File: src/rtl/laststage_mc.sv
// -----------------------------------------------------------------------------
// laststage_mc
//   Final radix-2 butterfly of the pipelined FFT across NCH channels.
//   It computes left = a + b and right = a - b on complex samples. A shift
//   that is latched once per frame scales the result. The scaled value is
//   then rounded half-to-even and saturated to OWIDTH. The block also tracks
//   the frame position (o_last) and a sticky per-frame overflow flag (o_ovf).
//   Latency is 3 enabled cycles: add/sub, scale/round/saturate, output reg.
//
// Ports
//   i_clk, i_reset_n  rising-edge clock, synchronous active-low reset
//   i_clk_enable      advances every piece of state when high
//   i_sync            first pair of a frame; also latches i_shift
//   i_shift           right-shift amount, clamped to MAXSHIFT
//   i_left, i_right   even / odd samples, channel k at [k*2*IWIDTH +: 2*IWIDTH],
//                     real part in the upper half
//   o_left, o_right   sums / differences, same packing at OWIDTH
//   o_sync, o_last    first / final pair of a frame, aligned with the data
//   o_ovf             saturation seen so far in the current output frame
// -----------------------------------------------------------------------------
module laststage_mc #(
  parameter int IWIDTH   = 16,
  parameter int OWIDTH   = 16,
  parameter int NCH      = 1,
  parameter int LGFFT    = 12,
  parameter int MAXSHIFT = 3,
  parameter int SW       = $clog2(MAXSHIFT + 1)
) (
  input  logic                    i_clk,
  input  logic                    i_reset_n,
  input  logic                    i_clk_enable,
  input  logic                    i_sync,
  input  logic [SW-1:0]           i_shift,
  input  logic [NCH*2*IWIDTH-1:0] i_left,
  input  logic [NCH*2*IWIDTH-1:0] i_right,
  output logic [NCH*2*OWIDTH-1:0] o_left,
  output logic [NCH*2*OWIDTH-1:0] o_right,
  output logic                    o_sync,
  output logic                    o_last,
  output logic                    o_ovf
);

  // The real and imaginary parts get identical arithmetic, so the datapath
  // treats every component as an independent lane. This keeps the packing.
  localparam int W1 = IWIDTH + 1;
  localparam int NL = 2 * NCH;
  localparam int CW = LGFFT - 1;

  localparam logic [CW-1:0]        CNT_TERM = '1;
  localparam logic signed [W1:0]   OMAX     = (W1 + 1)'(2 ** (OWIDTH - 1) - 1);
  localparam logic signed [W1:0]   OMIN     = (W1 + 1)'(-(2 ** (OWIDTH - 1)));

  typedef enum logic {FRM_IDLE, FRM_RUN} frm_state_t;

  function automatic logic signed [W1-1:0] sext(input logic [IWIDTH-1:0] v);
    return {v[IWIDTH-1], v};
  endfunction

  // Arithmetic shift right with round-half-to-even, then clamp to OWIDTH.
  // The work is done one bit wider than x so the round-up increment has room.
  function automatic logic [OWIDTH-1:0] scale_sat(
    input  logic signed [W1-1:0] x,
    input  logic [SW-1:0]        s,
    output logic                 ovf
  );
    logic signed [W1:0] q;
    logic [W1:0]        mask;
    logic [W1:0]        rem;
    logic [W1:0]        half;
    ovf  = 1'b0;
    q    = {x[W1-1], x};
    mask = ~({(W1 + 1){1'b1}} << s);
    rem  = q & mask;
    half = (s == '0) ? '0 : ((W1 + 1)'(1) << (s - SW'(1)));
    q    = q >>> s;
    // Above half rounds up. Exactly half rounds up only when that makes q even.
    if ((s != '0) && ((rem > half) || ((rem == half) && q[0])))
      q = q + (W1 + 1)'(1);
    if (q > OMAX) begin
      ovf = 1'b1;
      q   = OMAX;
    end else if (q < OMIN) begin
      ovf = 1'b1;
      q   = OMIN;
    end
    return OWIDTH'(q);
  endfunction

  // ---------------------------------------------------------------------------
  // Shift selection: a new value is taken only on a sync pair. That pair uses
  // the new value at once, so the shift travels down the pipe with its data.
  // ---------------------------------------------------------------------------
  logic [SW-1:0] shift_q;
  logic [SW:0]   shift_ext;
  logic [SW-1:0] shift_new;
  logic [SW-1:0] shift_cur;

  always_comb begin
    shift_ext = {1'b0, i_shift};
    shift_new = (shift_ext > (SW + 1)'(MAXSHIFT)) ? SW'(MAXSHIFT) : i_shift;
    shift_cur = i_sync ? shift_new : shift_q;
  end

  // ---------------------------------------------------------------------------
  // Frame position FSM (input side). frm_cnt holds the index of the next pair.
  // ---------------------------------------------------------------------------
  frm_state_t    frm_state, frm_state_nxt;
  logic [CW-1:0] frm_cnt;
  logic          in_last;

  always_ff @(posedge i_clk) begin
    if (!i_reset_n)        frm_state <= FRM_IDLE;
    else if (i_clk_enable) frm_state <= frm_state_nxt;
  end

  always_comb begin
    frm_state_nxt = frm_state;
    if (i_sync)
      frm_state_nxt = FRM_RUN;
    else if ((frm_state == FRM_RUN) && (frm_cnt == CNT_TERM))
      frm_state_nxt = FRM_IDLE;
  end

  // A sync on the terminal pair starts a new frame instead of ending one.
  always_comb begin
    in_last = (frm_state == FRM_RUN) && !i_sync && (frm_cnt == CNT_TERM);
  end

  always_ff @(posedge i_clk) begin
    if (!i_reset_n) begin
      frm_cnt <= '0;
    end else if (i_clk_enable) begin
      if (i_sync)                     frm_cnt <= CW'(1);
      else if (frm_state == FRM_RUN)  frm_cnt <= frm_cnt + CW'(1);
    end
  end

  // ---------------------------------------------------------------------------
  // Stage 1: full-precision add/sub per lane.
  // ---------------------------------------------------------------------------
  logic signed [W1-1:0] st1_sum [NL];
  logic signed [W1-1:0] st1_dif [NL];
  logic signed [W1-1:0] s1_sum  [NL];
  logic signed [W1-1:0] s1_dif  [NL];
  logic                 s1_sync, s1_last;
  logic [SW-1:0]        s1_shift;

  always_comb begin
    for (int j = 0; j < NL; j++) begin
      st1_sum[j] = sext(i_left[j*IWIDTH +: IWIDTH]) + sext(i_right[j*IWIDTH +: IWIDTH]);
      st1_dif[j] = sext(i_left[j*IWIDTH +: IWIDTH]) - sext(i_right[j*IWIDTH +: IWIDTH]);
    end
  end

  // NOTE: register state uses non-blocking assignments so every flop samples
  // pre-edge values; blocking here would let stage 2 see stage 1's new data.
  always_ff @(posedge i_clk) begin
    if (!i_reset_n) begin
      // NOTE: these arrays are pipeline registers and not RAM, so they are
      // reset like any other flop and come out of reset with clean zero data.
      for (int j = 0; j < NL; j++) begin
        s1_sum[j] <= '0;
        s1_dif[j] <= '0;
      end
      s1_sync  <= 1'b0;
      s1_last  <= 1'b0;
      s1_shift <= '0;
      shift_q  <= '0;
    end else if (i_clk_enable) begin
      for (int j = 0; j < NL; j++) begin
        s1_sum[j] <= st1_sum[j];
        s1_dif[j] <= st1_dif[j];
      end
      s1_sync  <= i_sync;
      s1_last  <= in_last;
      s1_shift <= shift_cur;
      shift_q  <= shift_cur;
    end
  end

  // ---------------------------------------------------------------------------
  // Stage 2: scale, round, saturate. A clamp in any lane flags the sample.
  // ---------------------------------------------------------------------------
  logic [NL*OWIDTH-1:0] st2_left, st2_right;
  logic [NL-1:0]        ovf_l, ovf_r;
  logic [NL*OWIDTH-1:0] s2_left, s2_right;
  logic                 s2_sync, s2_last, s2_ovf;

  always_comb begin
    // NOTE: every output gets a default before the loop, so no path leaves a
    // value unassigned and no latch can be inferred.
    st2_left  = '0;
    st2_right = '0;
    ovf_l     = '0;
    ovf_r     = '0;
    for (int j = 0; j < NL; j++) begin
      st2_left[j*OWIDTH +: OWIDTH]  = scale_sat(s1_sum[j], s1_shift, ovf_l[j]);
      st2_right[j*OWIDTH +: OWIDTH] = scale_sat(s1_dif[j], s1_shift, ovf_r[j]);
    end
  end

  always_ff @(posedge i_clk) begin
    if (!i_reset_n) begin
      s2_left  <= '0;
      s2_right <= '0;
      s2_sync  <= 1'b0;
      s2_last  <= 1'b0;
      s2_ovf   <= 1'b0;
    end else if (i_clk_enable) begin
      s2_left  <= st2_left;
      s2_right <= st2_right;
      s2_sync  <= s1_sync;
      s2_last  <= s1_last;
      s2_ovf   <= |{ovf_l, ovf_r};
    end
  end

  // ---------------------------------------------------------------------------
  // Stage 3: output register. o_ovf restarts on the sync sample and then
  // accumulates, so on o_last it covers the whole frame.
  // ---------------------------------------------------------------------------
  always_ff @(posedge i_clk) begin
    if (!i_reset_n) begin
      o_left  <= '0;
      o_right <= '0;
      o_sync  <= 1'b0;
      o_last  <= 1'b0;
      o_ovf   <= 1'b0;
    end else if (i_clk_enable) begin
      o_left  <= s2_left;
      o_right <= s2_right;
      o_sync  <= s2_sync;
      o_last  <= s2_last;
      o_ovf   <= s2_sync ? s2_ovf : (o_ovf | s2_ovf);
    end
  end

endmodule
File: config.mk
export PLATFORM = sky130hd
export DESIGN_NAME = laststage_mc
export DESIGN_NICKNAME = d
export VERILOG_FILES = /design/src/rtl/laststage_mc.sv
export SDC_FILE = /design/constraint.sdc
export NUM_CORES = 1
export LEC_CHECK = 0
export BUFFER_PORTS_ARGS = -buffer_cell sky130_fd_sc_hd__buf_2
export CAP_MARGIN = 20
export CORE_AREA = 2 2 230 186
export CTS_CLUSTER_SIZE = 30
export DETAILED_ROUTE_END_ITERATION = 8
export DIE_AREA = 0 0 232 188
export PLACE_DENSITY = 0.62
export SETUP_SLACK_MARGIN = 0.15
export SYNTH_ARGS = -nofsm -noshare
export SYNTH_HDL_FRONTEND = slang
export SYNTH_SLANG_ARGS = --single-unit
File: constraint.sdc
create_clock -name i_clk -period 5.2 [get_ports i_clk]
set_input_delay 1.04 -clock i_clk [delete_from_list [all_inputs] [get_ports i_clk]]
set_output_delay 1.04 -clock i_clk [all_outputs]
set_load 0.02 [all_outputs]
==> reports/qor.yml, run 1 <==
routing:
  wl_per_cell_um: 17.08
  vias_per_cell: 5.250
  ant_nets: 0
  wl_mm: 36.41
  drtIter0Drc: 859
  post-route-drc-count: 0
  drt_first_pass_iters: 5
  vias: 11190
timing:
  setup_viol: 0
  max_freq_ghz: 0.2428
  hold_violations: 0
  tightest_slew_ps: 1061
  grt_setup_unrepaired: "no"
  report.final.slew_viol_count: 0
  layout_min_cycle_time_ps: 4119
  period_share: 0.7921
  relSlewSlack: 0.2912
  setup-tns-final_ps: 0
  fin_worst_skew_ps: 19.55
outcome:
  status: "complete, no violations"
worst_setup_path:
  critPathLaunch: "s1_shift[1]$_SDFFE_PN0P_"
  crit_required_ps: 5590
  cp.arrival_ps: 4510
  setup.worst_path.end: "s2_left[14]$_SDFFE_PN0P_"
  r2r-end: "s2_left[14]$_SDFFE_PN0P_"
  end_kind: "flip-flop"
  reg2reg_depth: 11
  cp_max_fo: 35
  crit_type: "flip-flop to flip-flop"
  r2r_slack_ps: 1080
  cp-start-kind: "flip-flop"
  reg2reg_from: "s1_shift[1]$_SDFFE_PN0P_"
synthesis:
  synthTopCellsByArea: "dfxtp_1, edfxtp_1, ha_1"
  yosysMostFrequentCell: "dfxtp_1"
  syn-num-nets: 1624
  syn_area_per_cell_um2: 9.723
  synthCells: 1474
  synth_area_mm2: 0.01433
  synth_edf_count: 66
  ys_seq_area_frac: 0.3478
  synth_ff_type: "dfxtp_1"
  synth_common_cells: "dfxtp_1, nand2_1, nor2_1"
  ys_ff_latch: 216
  synth_top_area_frac: 0.2095
  async_flop_share: 0
  yosys_warnings: 0
  synth_cell_types: 86
  synth_top_cell_by_area: "dfxtp_1"
global_route:
  gr-total-overflow: 0
  antenna_found_initial: 2
  grt_max_degree: 84
  grt_pass1_wl_mm: 57.27
  grt_usage: 0.1612
  grt_pass1_vias: 10370
clock_tree:
  htree_levels: 1
  cts_buffers: 25
  cts_tree: "done"
  clk_pin_slew_worst_paths_ps: 60
  root_buffer: "clkbuf_16"
  cts.sinks: 216
  post_cts_resized: 0
  clk-insertion-delay-late_ps: 540
  holdBufCountCts: 0
  postCtsSetupBuffers: 0
  cts.path.max_buffers: 3
placed_design:
  port_buffers: 136
  hpwlAfterDp_mm: 28.10
  place_congestion: 0.9113
floorplanning:
  io_pins: 137
  die-area_mm2: 0.04362
  die_w_um: 232
  placementRows: 67
  core_mm2: 0.04150
  die_h_um: 188
  start_util: 0.3454
final_layout:
  utilization: 0.3878
  nNetsFinal: 1712
  diodes: 0
  fillers: 4135
  area_growth_pct: 12.29
  drive_above_1_share: 0.1601
pwr:
  powerDensity_mw_per_mm2: 298.8
  leakage_nw: 6.631
  vdd_ir_drop_max_uv: 194.0
min_path:
  holdCritPathClass: "flip-flop to flip-flop"
flow_run:
  drv_cap: 0
[worst min path at each step]
| stage | slack [ps] | depth (start not counted) | startpoint | endpoint |
|---|---|---|---|---|
| 2_1_floorplan | 430 | 2 | s2_left[2]$_SDFFE_PN0P_ | s2_left[2]$_SDFFE_PN0P_ |
| 3_5_place_dp | 470 | 1 | s2_right[14]$_SDFFE_PN0P_ | s2_right[14]$_SDFFE_PN0P_ |
| 5_1_grt | 500 | 1 | s2_right[13]$_SDFFE_PN0P_ | s2_right[13]$_SDFFE_PN0P_ |
| 3_3_place_gp | 460 | 1 | s2_right[15]$_SDFFE_PN0P_ | s2_right[15]$_SDFFE_PN0P_ |
| 6_report | 480 | 1 | s2_right[14]$_SDFFE_PN0P_ | s2_right[14]$_SDFFE_PN0P_ |
| 4_1_cts | 480 | 1 | s2_right[14]$_SDFFE_PN0P_ | s2_right[14]$_SDFFE_PN0P_ |
[state kept, by name, summed over array words and instances, names as in the netlist]
name	cells
o_ovf	1
s1_last	1
frm_cnt	11
s2_last	1
s1_shift	2
s2_right	32
o_right	32
frm_state	1
o_sync	1
s2_sync	1
o_left	32
s1_sync	1
s2_left	32
s1_dif	34
s2_ovf	1
o_last	1
s1_sum	32
[metal layers]
metal	share of wire	GRT usage
met1	0.53	0.2597
met4	0.015	0.03107
met2	0.40	0.2233
met3	0.059	0.02433
met5	0.00063	0
[where the power goes]
part | switching (mW) | internal, mW | leakage, nW
combinational | 0.604 | 0.441 | 4.29
sequential | 0.126 | 1.88 | 1.94
clock | 0.717 | 1.04 | 0.402
[cell type report]
class,count,area [um2],share of cell area
Timing Repair Buffer,146,762.0,0.04735
Multi-Input combinational cell,1098,8538,0.5306
Sequential cell,216,4990,0.3101
Clock inverter,13,148.9,0.009252
Inverter,75,281.5,0.01749
Tap cell,552,690.7,0.04292
Clock buffer,32,681.9,0.04237
[cell usage in the layout (no fill, tap or decap), types with 18 or more instances in the layout]
| cell | synthesis | routed |
|---|---|---|
| clkbuf_16 | 0 | 25 |
| nand2b_1 | 18 | 18 |
| a21oi_1 | 78 | 78 |
| nand3_1 | 26 | 26 |
| nor2_1 | 99 | 99 |
| inv_1 | 74 | 73 |
| nand2_1 | 104 | 103 |
| edfxtp_1 | 66 | 66 |
| xnor2_1 | 70 | 70 |
| dfxtp_1 | 150 | 148 |
| ha_1 | 76 | 76 |
| o21ai_0 | 92 | 92 |
| mux4_2 | 21 | 21 |
| mux4_1 | 29 | 29 |
| mux2i_1 | 84 | 84 |
| buf_2 | 7 | 135 |
| nand4_1 | 25 | 25 |
| nor3_1 | 25 | 25 |
| xor2_1 | 29 | 29 |
| nor2b_1 | 89 | 89 |
| o211a_1 | 19 | 19 |
[kinds of logic after synthesis]
family / after synthesis / share of synthesized area
compound gates: 302 / 0.1371
xor+xnor: 99 / 0.06050
fa+ha+maj: 80 / 0.07194
buf+inv: 160 / 0.05657
flops: 216 / 0.3478
mux: 143 / 0.1540
simple gates: 474 / 0.1721
[critical path: stages, from the launching register on]
cell,delay [ps]
dfxtp_2,720
or2_2,380
nand2_1,100
ha_1,340
nand2b_1,190
o21ai_0,140
a21oi_2,450
nand4b_1,280
a211oi_1,580
a211oi_4,110
nor2b_2,560
a21oi_1,140
[stage by stage]
step	instance area (um2)	hold WS (ps)	total power [mW]	instances	worst slack, ps
floorplan	14330	426.9	2.774	1474	1143
global placement	15260	458.6	3.062	2087	1292
detailed placement	15260	471.3	3.081	2087	1131
CTS	16090	485.0	4.850	2132	1123
global route	16090	504.7	5.034	2132	728.6
finish	16090	481.1	4.808	2132	1081
No activity file was read; power rests on OpenSTA's default activity.
==> inputs of run 2 (changes only) <==
- PLACE_DENSITY: 0.62 -> 0.64
- clock period: 5.2 -> 3.5 ns (I/O delays scaled with it)
==> run 2 against run 1 <==
Against the previous run: sequential cell count did not move; die area did not move; critical path depth rose by 1; sequential power rose by 49%; critical path type unchanged; highest routed layer is now met4.
==> reports/qor.yml, run 2 (synthesis results as in run 1) <==
global_route:
  grt_pass1_vias: 10430  # was 10370
  grt_pass1_wl_mm: 58.34  # was 57.27 mm
  antenna_found_initial: 0  # was 2
  grt_max_degree: 134  # was 84
  grt_usage: 0.1641  # was 0.1612
  gr-total-overflow: 0  # unchanged
worst_setup_path:
  crit_family: "simple AND/OR/NAND/NOR gates"  # unchanged
  slowest_stage: "dfxtp_4"  # was dfxtp_2
  path_depth: 12  # was 11
  crit_buf_inv: 1  # was 0
  cpPeakStageDelay_ps: 440  # was 720 ps
  crit_type: "flip-flop to flip-flop"  # unchanged
  critical_path.most_common_cell: "or2_2"
  cp-start-kind: "flip-flop"  # unchanged
  path_cells: "or2_2, buf_4, nand2_1, ha_4, nand2b_4, and3_4, a311oi_4, nor4_4, a21bo_2, or2_2, o211ai_1, a21oi_1"  # was or2_2, nand2_1, ha_1, nand2b_1, o21ai_0, a21oi_2, nand4b_1, a211oi_1, a211oi_4, nor2b_2, a21oi_1
  crit_required_ps: 3920  # was 5590 ps
  cp_max_fo: 22  # was 35
  reg2reg_depth: 12  # was 11
  cp.arrival_ps: 3580  # was 4510 ps
  end_kind: "flip-flop"  # unchanged
clock_tree:
  cts.path.max_buffers: 3  # unchanged
  root_buffer: "clkbuf_16"  # unchanged
  cts_tree: "done"  # unchanged
  holdBufCountCts: 0  # unchanged
  clk_pin_slew_worst_paths_ps: 60  # about the same
  htree_levels: 1  # unchanged
  clk-insertion-delay-late_ps: 540  # about the same
  cts_buffers: 25  # unchanged
  cts.sinks: 216  # unchanged
routing:
  drt_first_pass_iters: 5  # unchanged
  wl_mm: 36.51  # was 36.41 mm
  drtIter0Drc: 944  # was 859
  post-route-drc-count: 0  # unchanged
  vias_per_cell: 5.242  # was 5.250
  wl_per_cell_um: 16.96  # was 17.08 um
  ant_nets: 0  # unchanged
  vias: 11290  # was 11190
timing:
  relSlewSlack: 0.3478  # was 0.2912
  report.final.slew_viol_count: 0  # unchanged
  fin_worst_skew_ps: 9.162  # was 19.55 ps
  grt_setup_unrepaired: "no"  # unchanged
  max_freq_ghz: 0.3161  # was 0.2428 GHz
  setup_viol: 0  # unchanged
  tightest_slew_ps: 976.3  # was 1061 ps
  hold_violations: 0  # unchanged
  period_share: 0.9040  # was 0.7921
  setup-tns-final_ps: 0  # unchanged
  layout_min_cycle_time_ps: 3164  # was 4119 ps
final_layout:
  nNetsFinal: 1734  # was 1712
  final_common_cell: "dfxtp_1"  # unchanged
  drive_above_1_share: 0.1793  # was 0.1601
  largest_reg_flops: 34  # unchanged
  final_cells: 2153  # was 2132
  area_growth_pct: 14.43  # was 12.29%
  top_register: "s1_dif"  # unchanged
  final_cell_mix: "dfxtp_1, buf_2, nand2_1"  # unchanged
  diodes: 0  # unchanged
  fillers: 4098  # was 4135
floorplanning:
  die-area_mm2: 0.04362  # unchanged
  die_h_um: 188  # unchanged
  die_w_um: 232  # unchanged
  placementRows: 67  # unchanged
  io_pins: 137  # unchanged
  core_mm2: 0.04150  # unchanged
  start_util: 0.3454  # unchanged
pwr:
  vdd_ir_drop_max_uv: 284.1  # was 194.0 uV
  leakage_nw: 6.761  # was 6.631 nW
  powerDensity_mw_per_mm2: 430.6  # was 298.8 mW/mm2
min_path:
  holdPathStages: 2  # was 1
  holdCritPathClass: "flip-flop to flip-flop"  # unchanged
placed_design:
  place_inst: 2108  # was 2087
  port_buffers: 136  # unchanged
  hpwlAfterDp_mm: 28.51  # was 28.10 mm
  place_congestion: 0.9076  # was 0.9113
outcome:
  status: "complete, no violations"  # unchanged
flow_run:
  drv_cap: 0  # unchanged
==> run 2: cell types whose count changed in the layout (fill, tap and decap cells not counted), sizes merged <==
cell / previous run / this run
buf: 146 / 168
clkinv: 5 / 4
bufinv: 2 / 1
inv: 78 / 77
clkbuf: 32 / 34
==> run 2: final timing paths <==
| check | endpoint | from | slack [ps] |
|---|---|---|---|
| worst max register to register | s2_left[17]$_SDFFE_PN0P_ | s1_shift[0]$_SDFFE_PN0P_ | 340 |
| worst max-delay path | s2_left[17]$_SDFFE_PN0P_ | s1_shift[0]$_SDFFE_PN0P_ | 340 |
| worst min register to register | s2_left[9]$_SDFFE_PN0P_ | s2_left[9]$_SDFFE_PN0P_ | 460 |
| worst min-delay path | s2_left[9]$_SDFFE_PN0P_ | s2_left[9]$_SDFFE_PN0P_ | 460 |
==> run 2: where the power goes <==
group	internal, mW	switching (mW)
clock network	1.44	1.04
registers	2.80	0.189
logic	0.686	0.907
==> run 2: worst min-delay path, cell delays in order (launching register included) <==
cell	delay, ps
dfxtp_1	310
nand2_1	60
o21ai_1	50
==> run 2: layout make-up <==
class / instances / area [um2] / share of cell area
Sequential cell: 216 / 4990 / 0.3043
Tap cell: 552 / 690.7 / 0.04211
Multi-Input combinational cell: 1098 / 8691 / 0.5299
Clock buffer: 34 / 679.4 / 0.04143
Inverter: 75 / 281.5 / 0.01717
Clock inverter: 10 / 100.1 / 0.006104
Timing Repair Buffer: 168 / 967.2 / 0.05898
==> run 2: what timing repair did <==
| item | 4_1_cts | 5_1_grt |
|---|---|---|
| setup buffers | 0 | 0 |
| gates resized for setup | 1 | 8 |
| gates cloned | 0 | 0 |
| endpoints found under the setup margin | 1 | 42 |
==> run 2: stage by stage <==
stage,utilization,setup WS [ps],hold WS [ps],instance area (um2),total power [mW]
after floorplan,-,25.85,426.9,14510,4.143
final,0.3952,336.1,463.1,16400,7.061
after detailed placement,0.3747,130.6,454.1,15550,4.610
after CTS,0.3936,227.4,461.9,16330,7.104
after global routing,0.3952,148.0,481.4,16400,7.405
after global placement,0.3747,194.0,442.2,15550,4.577
==> run 2: metal layers <==
layer / track usage / share of wire
met3: 0.02220 / 0.056
met4: 0.02367 / 0.012
met5: 0 / 0
met2: 0.2281 / 0.40
met1: 0.2683 / 0.53
==> inputs of run 3 (changes only) <==
- PLACE_DENSITY: 0.64 -> unset
- PLACE_DENSITY_LB_ADDON: unset -> 0.05
==> run 3 against run 2 <==
Against the previous run: sequential power about the same; utilization rose by 0.23 points; register-to-register slack hardly changed; die area unchanged; setup slack got worse by 11 ps; cell count is 0.51% higher; via count decreased by 3.5%; critical path depth is 3 lower; design area increased by 0.58%; wire length increased by 1.7%; clock-buffer cell count fell by 1; critical path type unchanged; largest power group unchanged.
==> reports/qor.yml, run 3 (synthesis results as in run 1) <==
outcome:
  status: "complete, no violations"  # unchanged
routing:
  vias: 10890  # was 11290
  vias_per_cell: 5.034  # was 5.242
  drt_first_pass_iters: 5  # unchanged
  post-route-drc-count: 0  # unchanged
  ant_nets: 0  # unchanged
  drtIter0Drc: 669  # was 944
  wl_per_cell_um: 17.16  # was 16.96 um
  wl_mm: 37.14  # was 36.51 mm
clock_tree:
  cts.path.max_buffers: 3  # unchanged
  holdBufCountCts: 0  # unchanged
  cts.sinks: 216  # unchanged
  clk-insertion-delay-late_ps: 550  # was 540 ps
  cts_buffers: 25  # unchanged
  root_buffer: "clkbuf_16"  # unchanged
  cts_tree: "done"  # unchanged
  htree_levels: 1  # unchanged
  clk_pin_slew_worst_paths_ps: 60  # about the same
final_layout:
  fillers: 4195  # was 4098
  final_cells: 2164  # was 2153
  drive_above_1_share: 0.1830  # was 0.1793
  largest_reg_flops: 34  # unchanged
  nNetsFinal: 1744  # was 1734
  final_common_cell: "dfxtp_1"  # unchanged
  final_cell_mix: "dfxtp_1, buf_2, nand2_1"  # unchanged
  area_growth_pct: 15.10  # was 14.43%
  utilization: 0.3975  # was 0.3952
  diodes: 0  # unchanged
  top_register: "s1_dif"  # unchanged
worst_setup_path:
  r2r_slack_ps: 330  # was 340 ps
  end_kind: "flip-flop"  # unchanged
  cp-start-kind: "flip-flop"  # unchanged
  cp_max_fo: 20  # was 22
  cp.arrival_ps: 3600  # was 3580 ps
  r2r-end: "s2_left[17]$_SDFFE_PN0P_"  # unchanged
  crit_required_ps: 3920  # about the same
  crit_type: "flip-flop to flip-flop"  # unchanged
  reg2reg_from: "s1_shift[0]$_SDFFE_PN0P_"  # unchanged
  reg2reg_depth: 9  # was 12
floorplanning:
  io_pins: 137  # unchanged
  die_w_um: 232  # unchanged
  core_mm2: 0.04150  # unchanged
  start_util: 0.3454  # unchanged
  die-area_mm2: 0.04362  # unchanged
  placementRows: 67  # unchanged
  die_h_um: 188  # unchanged
placed_design:
  port_buffers: 136  # unchanged
  place_inst: 2119  # was 2108
  place_congestion: 0.8574  # was 0.9076
  hpwlAfterDp_mm: 28.85  # was 28.51 mm
timing:
  layout_min_cycle_time_ps: 3175  # was 3164 ps
  tightest_slew_ps: 853.7  # was 976.3 ps
  hold_violations: 0  # unchanged
  report.final.slew_viol_count: 0  # unchanged
  hold_slack_ps: 444.8  # was 463.1 ps
  setup_viol: 0  # unchanged
  setup-tns-final_ps: 0  # unchanged
  max_freq_ghz: 0.3150  # was 0.3161 GHz
  relSlewSlack: 0.4289  # was 0.3478
  period_share: 0.9071  # was 0.9040
  grt_setup_unrepaired: "yes"  # was no
  fin_worst_skew_ps: 11.85  # was 9.162 ps
global_route:
  antenna_found_initial: 0  # unchanged
  grt_pass1_vias: 10350  # was 10430
  grt_usage: 0.1703  # was 0.1641
  grt_max_degree: 73  # was 134
  grt_pass1_wl_mm: 59.60  # was 58.34 mm
  gr-total-overflow: 0  # unchanged
pwr:
  clkPwrFrac: 0.356  # was 0.351
  p_comb_frac: 0.226  # about the same
  p_sw_mw: 2.169  # was 2.136 mW
  p_int_mw: 4.974  # was 4.925 mW
  vdd_ir_drop_max_uv: 345.6  # was 284.1 uV
  p_sw_frac: 0.3036  # was 0.3025
  seq_power_share: 0.417  # was 0.423
  leakage_nw: 6.838  # was 6.761 nW
  powerDensity_mw_per_mm2: 433.1  # was 430.6 mW/mm2
min_path:
  holdPathStages: 2  # unchanged
  hold_end: "o_left[15]$_SDFFE_PN0P_"  # was s2_left[9]$_SDFFE_PN0P_
  holdCritPathClass: "input port to flip-flop"  # was flip-flop to flip-flop
  min_from: "i_reset_n"  # was s2_left[9]$_SDFFE_PN0P_
flow_run:
  drv_cap: 0  # unchanged
[run 3: cell types whose count changed in the layout (fill, tap and decap cells not counted), sizes merged]
| cell | change |
|---|---|
| buf | +10 |
| clkinv | +4 |
| clkinvlp | -2 |
| clkbuf | -1 |
[run 3: layout make-up]
type | count | area, um2 | area share
sequential | 216 | 4990 | 0.3025
multi-input combinational | 1098 | 8673 | 0.5258
inverter | 75 | 281.5 | 0.01707
tap | 552 | 690.7 | 0.04187
clock buffer | 33 | 695.7 | 0.04218
timing repair buffer | 178 | 1062 | 0.06440
clock inverter | 12 | 101.3 | 0.006144
[run 3: critical path, cell delays in order, from the launching register on]
cell and delay (ps):
dfxtp_4 480, buf_4 320, mux4_1 700, and4_1 250, and2_1 140, nor2b_1 170
a21bo_2 290, or2_2 420, o211ai_1 170, a21oi_1 100
[run 3: how the worst max path moves through the flow]
stage	from	endpoint	slack (ps)	cells past startpoint
after floorplan	s1_shift[0]$_SDFFE_PN0P_	s2_left[0]$_SDFFE_PN0P_	30	18
after global placement	i_left[0]	s1_dif[0][16]$_SDFFCE_PN0P_	230	12
after detailed placement	i_left[0]	s1_dif[0][16]$_SDFFCE_PN0P_	230	12
after CTS	s1_shift[1]$_SDFFE_PN0P_	s2_left[28]$_SDFFE_PN0P_	250	10
after global routing	s1_shift[0]$_SDFFE_PN0P_	s2_left[17]$_SDFFE_PN0P_	130	9
final	s1_shift[0]$_SDFFE_PN0P_	s2_left[17]$_SDFFE_PN0P_	330	9
[run 3: power by group through the flow]
stage	clock network (mW)	logic [mW]	registers (mW)
global route	2.72	1.79	3.01
CTS	2.63	1.62	2.98
detailed placement	0	1.62	3.04
global placement	0	1.62	3.03
finish	2.54	1.62	2.98
floorplan	0	1.15	2.99
[run 3: timing repair]
action	CTS	global route
resized for setup	0	6
buffers inserted	0	0
setup endpoints to repair	0	34
[run 3: metal layers]
layer | routed length [um] | up-vias | track usage | part of all wire
met1 | 20210 | 5137 | 0.2739 | 0.54
met5 | 0 | - | 0 | 0
met3 | 1238 | 32 | 0.02083 | 0.033
met4 | 519 | 0 | 0.03082 | 0.014
met2 | 15170 | 182 | 0.2409 | 0.41
li1 | - | 5543 | - | -
[run 3: through the flow]
step | instance area (um2) | total power, mW | worst slack (ps)
final | 16490 | 7.143 | 325.3
after global routing | 16490 | 7.520 | 130.0
after CTS | 16470 | 7.232 | 245.7
after detailed placement | 15670 | 4.653 | 227.5
after global placement | 15670 | 4.649 | 232.7
after floorplan | 14510 | 4.143 | 25.85
